## config.mk

```make
export PLATFORM = sky130hd
export DESIGN_NAME = mips_mem_arbiter
export DESIGN_NICKNAME = d
export VERILOG_FILES = /design/src/rtl/mips_mem_arbiter.sv
export SDC_FILE = /design/constraint.sdc
export NUM_CORES = 1
export LEC_CHECK = 0
export ABC_AREA = 1
export CORE_UTILIZATION = 40
export DETAILED_ROUTE_END_ITERATION = 7
export GPL_TIMING_DRIVEN = 0
export PLACE_DENSITY = 0.77
export SETUP_SLACK_MARGIN = 0.02
export SKIP_LAST_GASP = 1
export SLEW_MARGIN = 20
export SYNTH_ARGS = -nofsm -noshare
export SYNTH_HDL_FRONTEND = slang
export SYNTH_SLANG_ARGS = --single-unit
```

## constraint.sdc

```tcl
create_clock -name clk1 -period 11.2 [get_ports clk1]
set_clock_uncertainty 0.15 [all_clocks]
set_input_delay 1.68 -clock clk1 [delete_from_list [all_inputs] [get_ports clk1]]
set_output_delay 1.68 -clock clk1 [all_outputs]
set_load 0.03 [all_outputs]
```

## src/rtl/mips_mem_arbiter.sv

```systemverilog
// Shared single-port memory arbiter for the MIPS32 core: instruction fetch, data
// memory and debug/loader requesters, one transaction in flight, one-cycle ack each.
module mips_mem_arbiter #(
  parameter int AW         = 10,
  parameter int DW         = 32,
  parameter int MEM_LAT    = 1,
  parameter int STARVE_LIM = 4
) (
  input  logic          clk1,
  input  logic          reset,
  input  logic          if_req,
  input  logic [AW-1:0] if_addr,
  output logic          if_ack,
  output logic [DW-1:0] if_rdata,
  input  logic          dm_req,
  input  logic          dm_we,
  input  logic [AW-1:0] dm_addr,
  input  logic [DW-1:0] dm_wdata,
  output logic          dm_ack,
  output logic [DW-1:0] dm_rdata,
  input  logic          dbg_req,
  input  logic          dbg_we,
  input  logic [AW-1:0] dbg_addr,
  input  logic [DW-1:0] dbg_wdata,
  output logic          dbg_ack,
  output logic [DW-1:0] dbg_rdata,
  output logic          mem_en,
  output logic          mem_we,
  output logic [AW-1:0] mem_addr,
  output logic [DW-1:0] mem_wdata,
  input  logic [DW-1:0] mem_rdata,
  output logic [1:0]    grant_id,
  output logic          busy
);

  typedef enum logic [1:0] {
    IDLE  = 2'd0,
    ISSUE = 2'd1,
    WAIT  = 2'd2,
    RESP  = 2'd3
  } state_t;

  localparam int SW  = $clog2(STARVE_LIM + 1);
  localparam int WCW = (MEM_LAT > 1) ? $clog2(MEM_LAT) : 1;
  localparam logic [SW-1:0]  STARVE_MAX = SW'(STARVE_LIM);
  localparam logic [WCW-1:0] WAIT_LAST  = WCW'(MEM_LAT - 1);
  localparam logic [1:0] GID_IF   = 2'd0;
  localparam logic [1:0] GID_DM   = 2'd1;
  localparam logic [1:0] GID_DBG  = 2'd2;
  localparam logic [1:0] GID_NONE = 2'd3;

  state_t         state_r, state_s;
  logic [1:0]     win_s;
  logic           any_req_s;
  logic           win_we_s;
  logic [AW-1:0]  win_addr_s;
  logic [DW-1:0]  win_wdata_s;
  logic           we_r, we_s;
  logic [SW-1:0]  starve_r, starve_s;
  logic [WCW-1:0] wait_cnt_r, wait_cnt_s;
  logic [1:0]     grant_r, grant_s;
  logic           mem_en_r, mem_en_s;
  logic           mem_we_r, mem_we_s;
  logic [AW-1:0]  mem_addr_r, mem_addr_s;
  logic [DW-1:0]  mem_wdata_r, mem_wdata_s;
  logic           resp_s, cap_s;
  logic           if_ack_r, dm_ack_r, dbg_ack_r, busy_r;
  logic [DW-1:0]  if_rdata_r, dm_rdata_r, dbg_rdata_r;

  // Winner selection: debug always first; a starved fetch jumps ahead of data.
  always_comb begin
    win_s = GID_NONE;
    if (dbg_req) begin
      win_s = GID_DBG;
    end else if (if_req && (starve_r == STARVE_MAX)) begin
      win_s = GID_IF;
    end else if (dm_req) begin
      win_s = GID_DM;
    end else if (if_req) begin
      win_s = GID_IF;
    end else begin
      win_s = GID_NONE;
    end
  end

  assign any_req_s = (win_s != GID_NONE);

  // Route the winner's address, direction and store data toward the latch.
  always_comb begin
    win_we_s    = 1'b0;
    win_addr_s  = mem_addr_r;
    win_wdata_s = mem_wdata_r;
    case (win_s)
      GID_DBG: begin
        win_we_s    = dbg_we;
        win_addr_s  = dbg_addr;
        win_wdata_s = dbg_wdata;
      end
      GID_DM: begin
        win_we_s    = dm_we;
        win_addr_s  = dm_addr;
        win_wdata_s = dm_wdata;
      end
      GID_IF: begin
        win_we_s    = 1'b0;
        win_addr_s  = if_addr;
        win_wdata_s = {DW{1'b0}};
      end
      default: begin
        win_we_s    = 1'b0;
        win_addr_s  = mem_addr_r;
        win_wdata_s = mem_wdata_r;
      end
    endcase
  end

  // State register.
  always_ff @(posedge clk1 or posedge reset) begin
    if (reset) begin
      state_r <= IDLE;
    end else begin
      state_r <= state_s;
    end
  end

  // Next-state logic: writes skip WAIT, reads wait out the memory latency.
  always_comb begin
    state_s = state_r;
    case (state_r)
      IDLE: begin
        if (any_req_s) state_s = ISSUE;
        else           state_s = IDLE;
      end
      ISSUE: begin
        if (we_r) state_s = RESP;
        else      state_s = WAIT;
      end
      WAIT: begin
        if (wait_cnt_r == WAIT_LAST) state_s = RESP;
        else                         state_s = WAIT;
      end
      RESP:    state_s = IDLE;
      default: state_s = IDLE;
    endcase
  end

  // Output and datapath next values, registered below.
  always_comb begin
    mem_en_s    = 1'b0;
    mem_we_s    = 1'b0;
    mem_addr_s  = mem_addr_r;
    mem_wdata_s = mem_wdata_r;
    we_s        = we_r;
    grant_s     = grant_r;
    starve_s    = starve_r;
    wait_cnt_s  = wait_cnt_r;
    resp_s      = 1'b0;
    cap_s       = 1'b0;
    case (state_r)
      IDLE: begin
        wait_cnt_s = {WCW{1'b0}};
        if (if_req && (win_s != GID_IF)) begin
          if (starve_r == STARVE_MAX) starve_s = starve_r;
          else                        starve_s = starve_r + SW'(1'b1);
        end else begin
          starve_s = {SW{1'b0}};
        end
        if (any_req_s) begin
          mem_en_s    = 1'b1;
          mem_we_s    = win_we_s;
          mem_addr_s  = win_addr_s;
          mem_wdata_s = win_wdata_s;
          we_s        = win_we_s;
          grant_s     = win_s;
        end else begin
          grant_s = GID_NONE;
        end
      end
      ISSUE: begin
        if (we_r) resp_s = 1'b1;
        else      resp_s = 1'b0;
      end
      WAIT: begin
        if (wait_cnt_r == WAIT_LAST) begin
          resp_s = 1'b1;
          cap_s  = 1'b1;
        end else begin
          wait_cnt_s = wait_cnt_r + WCW'(1'b1);
        end
      end
      RESP:    grant_s = GID_NONE;
      default: grant_s = GID_NONE;
    endcase
  end

  // Datapath, ack and read-data registers; rdata holds until that requester's next read.
  always_ff @(posedge clk1 or posedge reset) begin
    if (reset) begin
      mem_en_r    <= 1'b0;
      mem_we_r    <= 1'b0;
      mem_addr_r  <= {AW{1'b0}};
      mem_wdata_r <= {DW{1'b0}};
      we_r        <= 1'b0;
      grant_r     <= GID_NONE;
      starve_r    <= {SW{1'b0}};
      wait_cnt_r  <= {WCW{1'b0}};
      if_ack_r    <= 1'b0;
      dm_ack_r    <= 1'b0;
      dbg_ack_r   <= 1'b0;
      busy_r      <= 1'b0;
      if_rdata_r  <= {DW{1'b0}};
      dm_rdata_r  <= {DW{1'b0}};
      dbg_rdata_r <= {DW{1'b0}};
    end else begin
      mem_en_r    <= mem_en_s;
      mem_we_r    <= mem_we_s;
      mem_addr_r  <= mem_addr_s;
      mem_wdata_r <= mem_wdata_s;
      we_r        <= we_s;
      grant_r     <= grant_s;
      starve_r    <= starve_s;
      wait_cnt_r  <= wait_cnt_s;
      if_ack_r    <= resp_s && (grant_r == GID_IF);
      dm_ack_r    <= resp_s && (grant_r == GID_DM);
      dbg_ack_r   <= resp_s && (grant_r == GID_DBG);
      busy_r      <= (state_s != IDLE);
      if (cap_s && (grant_r == GID_IF))  if_rdata_r  <= mem_rdata;
      if (cap_s && (grant_r == GID_DM))  dm_rdata_r  <= mem_rdata;
      if (cap_s && (grant_r == GID_DBG)) dbg_rdata_r <= mem_rdata;
    end
  end

  assign mem_en    = mem_en_r;
  assign mem_we    = mem_we_r;
  assign mem_addr  = mem_addr_r;
  assign mem_wdata = mem_wdata_r;
  assign grant_id  = grant_r;
  assign busy      = busy_r;
  assign if_ack    = if_ack_r;
  assign dm_ack    = dm_ack_r;
  assign dbg_ack   = dbg_ack_r;
  assign if_rdata  = if_rdata_r;
  assign dm_rdata  = dm_rdata_r;
  assign dbg_rdata = dbg_rdata_r;

endmodule

```

==> impl_metrics.ini, run 1 <==
[run_status]
status = completed

[routing]
drt_wl_total_um = 19200
first_iter_violations = 291
routedWlPerCell_um = 14.7
drc = 0
routed_via_density = 4.69
antenna_left = 0
num_vias = 6088
first_pass_iters = 5

[floorplanning]
die_w_um = 129
io_pins = 279
start_util_pct = 40.8
num_rows = 46
core_um2 = 15800
fp.dieArea_um2 = 16600
die_h_um = 129

[logic_synthesis]
syn_nets = 916
syn_area_per_cell_um2 = 8.34
ys_async_sr_fraction_pct = 100
synth_edf_count = 0
synth_mux_area_share_pct = 0
synth_top_family_by_area = simple AND/OR/NAND/NOR gates
synth_cell_types = 21
ys.flop_type = dfrtp_1
seq_area_frac_synth_pct = 59.0
netlist_area_um2 = 6450
synthCells = 773
synth_compound_area_share_pct = 8.07
synth_xor_area_share_pct = 0
yosys.area_share.simple_pct = 24.4
yosys_register_bits = 152
synth_fa_ha_area_share_pct = 1.94
synth_warnings = 0

[clocking]
root_buffer = clkbuf_16
cts_tree = yes
cts_inserted_buffers = 17
clock_latency_ns = 0.41
hold_buffers = 0
ctsResizeCount = 0
clk_path_buf_depth = 2
htree_levels = 4
post_cts_buffers = 0
cts.sinks = 152
clkTransAtPathRegs_ns = 0.06

[timing]
period_share_pct = 32.2
fmax_mhz = 277
rsz0062_at_grt = false
hold_viol = 0
setup_viol = 0
drv_slew = 0
min_period_ns = 3.61
relSlewSlack_pct = 63.5
final.setup.tns_ns = 0
hold_ws_ns = 0.327
tightest_slew_ns = 0.547

[place]
dp.cells = 1268
place_congestion = 0.815
io_buffers = 278
dpl.hpwl_um = 14300

[worst_hold_path]
hold_path.class = flip-flop to flip-flop

[setup_path]
crit_chain = clkdlybuf4s50_1 > nand3_1 > nand3_1 > inv_1 > ha_1 > buf_2 > nor2_2 > buf_2 > nand2_1 > nand2_1 > nand2_1 > nand2_1
cp_common_cell = nand2_1
crit_family = buffers and inverters
critPathMaxStageDelay_ns = 0.55
required_ns = 11.40
cp_slowest_cell = clkdlybuf4s50_1
critPathCaptureType = flip-flop
critPathMaxFanout = 10
crit_arrival_ns = 3.81
r2r_setup_slack_ns = 8.79
crit_buf_inv = 4
cp-start-kind = primary input
critPathKind = primary input to flip-flop

[global_routing]
use_met2_pct = 41.4
grt.total_usage_pct = 24.0
grt_overflow = 0
grt_max_degree = 80
grt_pass1_vias = 6014
use_met1_pct = 27.3
globalRouteMet3Util_pct = 7.82
grt-busiest-layer = met2
grt_pass1_wl_um = 30300
antenna_found_initial = 0

[cells_and_area]
nets = 1214
drive_gt1_share_pct = 5.72
syn2layout_area_growth_pct = 57.3
diodes = 0
final_cells = 1299

[pwr]
ir_drop_uv = 143
power_density_nw_per_um2 = 311
p_leak_nw = 5.03

[run]
drv_cap = 0
==> synth_stat cells (2+ instances only) <==
cell type	instances	area, µm²
a21oi_1	3	15.0
buf_2	19	95.1
buf_6	4	45.0
clkbuf_1	14	52.6
dfrtp_1	150	3750
dfstp_2	2	52.6
ha_1	10	125
inv_1	60	225
inv_2	2	7.51
nand2_1	386	1450
nand3_1	7	35.0
nand3_2	2	20.0
nor2_1	9	33.8
o21ai_0	98	490
==> per-layer routing <==
metal	part of all wire, %	routed length, µm
met5	0	0
met4	2.2	431
met3	8.9	1700
met2	50	9500
met1	39	7530
==> where the power goes <==
part / switching [mW] / internal, mW / leakage, nW
registers: 0.152 / 0.818 / 1.86
logic: 0.962 / 0.632 / 2.88
clock network: 0.222 / 0.373 / 0.294
==> worst register-to-register path, cell delays in order, from the launching register on <==
cell and delay (ns):
dfrtp_1 0.40, inv_1 0.08, ha_1 0.16, nand3_1 0.08, nand3_1 0.19, inv_1 0.10, ha_1 0.20, buf_2 0.18
nor2_2 0.28, buf_2 0.29, nand2_1 0.08, nand2_1 0.07, nand2_1 0.05, nand2_1 0.06
==> registers in the layout, summed over array words and instances, names as in the netlist, 2 cells and up <==
register   cells
mem_wdata     32
mem_addr      10
dbg_rdata     32
state_r        2
dm_rdata      32
starve_r       3
if_rdata      32
grant_id       2
==> logic make-up (layout without fill, tap and decap cells) <==
kind of cell	count (synthesis)	count (layout)
AO/OA/AOI/OAI	103	103
adder cells (fa/ha/maj)	10	10
buffers and inverters	99	409
flip-flops	152	152
AND/OR/NAND/NOR	409	409
==> worst paths after layout <==
path / start / to / depth (start not counted)
setup / recovery: if_req / mem_addr[5] / 12
hold / removal: mem_addr[3] / mem_addr[3] / 2
setup reg to reg: starve_r[0] / mem_addr[5] / 13
hold reg to reg: mem_addr[3] / mem_addr[3] / 2
max in group asynchronous: reset / grant_id[1] / 3
min in group asynchronous: reset / dbg_rdata[4] / 2
==> layout by cell type, fill, tap and decap left out <==
master           Yosys  layout
nand4_1              1       1
clkbuf_16            0      17
nand2_2              1       1
clkdlybuf4s50_1      0     278
buf_2               19      19
ha_1                10      10
dfrtp_1            150     150
inv_1               60      59
clkinvlp_4           0       1
dfstp_2              2       2
nor2_4               1       1
a21o_1               1       1
nand2_1            386     386
buf_16               0       1
clkbuf_1            14      17
nand3_2              2       2
o21ai_0             98      98
inv_2                2       2
nor2_1               9       9
nor3_1               1       1
nand3_1              7       7
buf_6                4       4
a21oi_1              3       3
clkinv_2             0       2
bufinv_16            0       4
a21boi_0             1       1
clkinv_4             0       3
inv_8                0       1
inv_6                0       1
nor2_2               1       1
==> per-stage QoR <==
step	cell area, µm²	setup WS, ns	utilization, %	power, mW
detailed placement	9540	7.13	60.3	2.57
finish	10100	7.59	64.1	3.16
global placement	9500	3.20	60.0	2.54
floorplan	6450	5.28	-	1.85
global route	10100	7.40	64.1	3.34
CTS	10100	7.57	64.1	3.18
==> final cells by class <==
type	instances	area (µm²)
fill	1335	5680
sequential	152	3810
timing repair buffer	279	2810
multi-input combinational	522	2220
clock buffer	20	437
tap	216	270
inverter	62	240
buffer	37	193
clock inverter	11	173
No activity file was read; power rests on OpenSTA's default activity.
==> run 2, diff against run 1 <==
clock period = 3.5 ns   (was 11.2 ns; I/O delays follow)
==> run 2 against run 1 <==
Net effect:
- count of clock-buffer cells in the layout fell by 1
- register-to-register slack got worse by 7.7 ns
- flip-flop and latch count is the same
- critical endpoint is now mem_wdata[29]
- largest cell class unchanged
==> impl_metrics.ini, run 2 (synthesized netlist as in run 1, its figures left out) <==
[run]
drv_cap = 0

[timing]
setup_viol = 0
period_share_pct = 69.9
relSlewSlack_pct = 66.2
tightest_slew_ns = 0.507
min_period_ns = 2.45
drv_slew = 0
fmax_mhz = 408
rsz0062_at_grt = false
final.setup.tns_ns = 0
hold_viol = 0

[clocking]
hold_buffers = 0
cts.sinks = 152
cts_inserted_buffers = 17
clk_path_buf_depth = 2
htree_levels = 4
cts_tree = yes
ctsResizeCount = 0
root_buffer = clkbuf_16
clkTransAtPathRegs_ns = 0.07
clock_latency_ns = 0.41
post_cts_buffers = 0

[routing]
routedWlPerCell_um = 14.5
num_vias = 6013
drc = 0
first_pass_iters = 5
drt_wl_total_um = 18900
first_iter_violations = 309
antenna_left = 0
routed_via_density = 4.61

[global_routing]
grt_overflow = 0
grt_pass1_wl_um = 30000
grt_pass1_vias = 5918
grt.total_usage_pct = 23.6
grt_max_degree = 33
antenna_found_initial = 0

[cells_and_area]
syn2layout_area_growth_pct = 58.6
mostFrequentLayoutCells = 386 x nand2_1, 278 x clkdlybuf4s50_1, 150 x dfrtp_1, 98 x o21ai_0, 59 x inv_1
layout_commonest_cell = nand2_1
multiInputGateArea_um2 = 2220
fin_area_um2 = 10200
ff_latch_area_um2 = 3810
diodes = 0
drive_gt1_share_pct = 6.25
nFillCells = 1308
nets = 1218

[pwr]
p_leak_nw = 5.06
ir_drop_uv = 427
combPwrFrac_pct = 50.3
p_clk_share_pct = 19.1
internal_power_mw = 5.85
netSwitchingPower_mw = 4.29
power_density_nw_per_um2 = 991
power.share.switching_pct = 42.3
finalPower_mw = 10.1
p_seq_share_pct = 30.6

[floorplanning]
die_h_um = 129
io_pins = 279
num_rows = 46
fp.dieArea_um2 = 16600
start_util_pct = 40.8
die_w_um = 129
core_um2 = 15800

[setup_path]
critPathKind = primary input to flip-flop
startpoint = if_req
cp-start-kind = primary input
critPathMaxFanout = 10
worstRegToRegCells = 13
r2r_start = starve_r[0]
crit_arrival_ns = 2.66
required_ns = 3.71
critPathCaptureType = flip-flop
r2r_setup_slack_ns = 1.07
r2r_end = mem_wdata[29]

[place]
io_buffers = 278
dpl_cell_area_um2 = 9610
place_congestion = 0.833
dpl.hpwl_um = 14500

[run_status]
status = completed

[worst_hold_path]
hold_path.class = primary input to async pin
[run 2: worst max path at each step]
stage | endpoint | slack (ns) | cells past startpoint
floorplan | busy | 0.91 | 1
global placement | dbg_rdata[27] | -0.39 | 2
detailed placement | mem_wdata[3] | 0.64 | 10
CTS | grant_id[0] | 1.05 | 1
global route | mem_addr[6] | 0.83 | 13
finish | mem_wdata[29] | 1.05 | 12
[run 2: final cells by class]
| type | count | area share, % |
|---|---|---|
| Buffer | 37 | 1.88 |
| Clock buffer | 19 | 4.23 |
| Clock inverter | 13 | 1.87 |
| Inverter | 62 | 2.31 |
| Multi-Input combinational cell | 522 | 21.7 |
| Sequential cell | 152 | 37.2 |
| Tap cell | 216 | 2.64 |
| Timing Repair Buffer | 283 | 28.2 |
[run 2: routing by layer]
metal | vias up | global-route usage, % | wire length (µm)
met1 | 2740 | 27.7 | 7640
li1 | 2983 | - | -
met5 | - | 0 | 0
met2 | 270 | 41.2 | 9360
met4 | 0 | 7.27 | 245
met3 | 20 | 7.48 | 1660
[run 2: power by group through the flow]
stage	Sequential, mW	Combinational [mW]	Clock [mW]
2_1_floorplan	4.67	1.25	0
3_3_place_gp	3.09	5.03	0
3_5_place_dp	3.11	5.13	0
4_1_cts	3.10	5.14	1.98
5_1_grt	3.20	5.50	2.03
6_report	3.10	5.10	1.94
[run 2: critical path, stage by stage]
cell and delay (ns):
clkdlybuf4s50_1 0.54, nand3_1 0.09, nand3_1 0.18, inv_1 0.10
ha_1 0.21, buf_2 0.18, nor2_2 0.27, buf_2 0.30
nand2_1 0.09, nand2_1 0.07, nand2_1 0.05, nand2_1 0.06
[run 2: through the flow]
stage	utilization, %	cells	hold slack [ns]	setup slack [ns]
detailed placement	60.7	1272	0.315	0.643
finish	64.6	1304	0.229	1.05
CTS	64.6	1304	0.216	1.05
global route	64.6	1304	0.253	0.831
global placement	60.1	1267	0.312	-0.394
floorplan	-	773	0.303	0.910
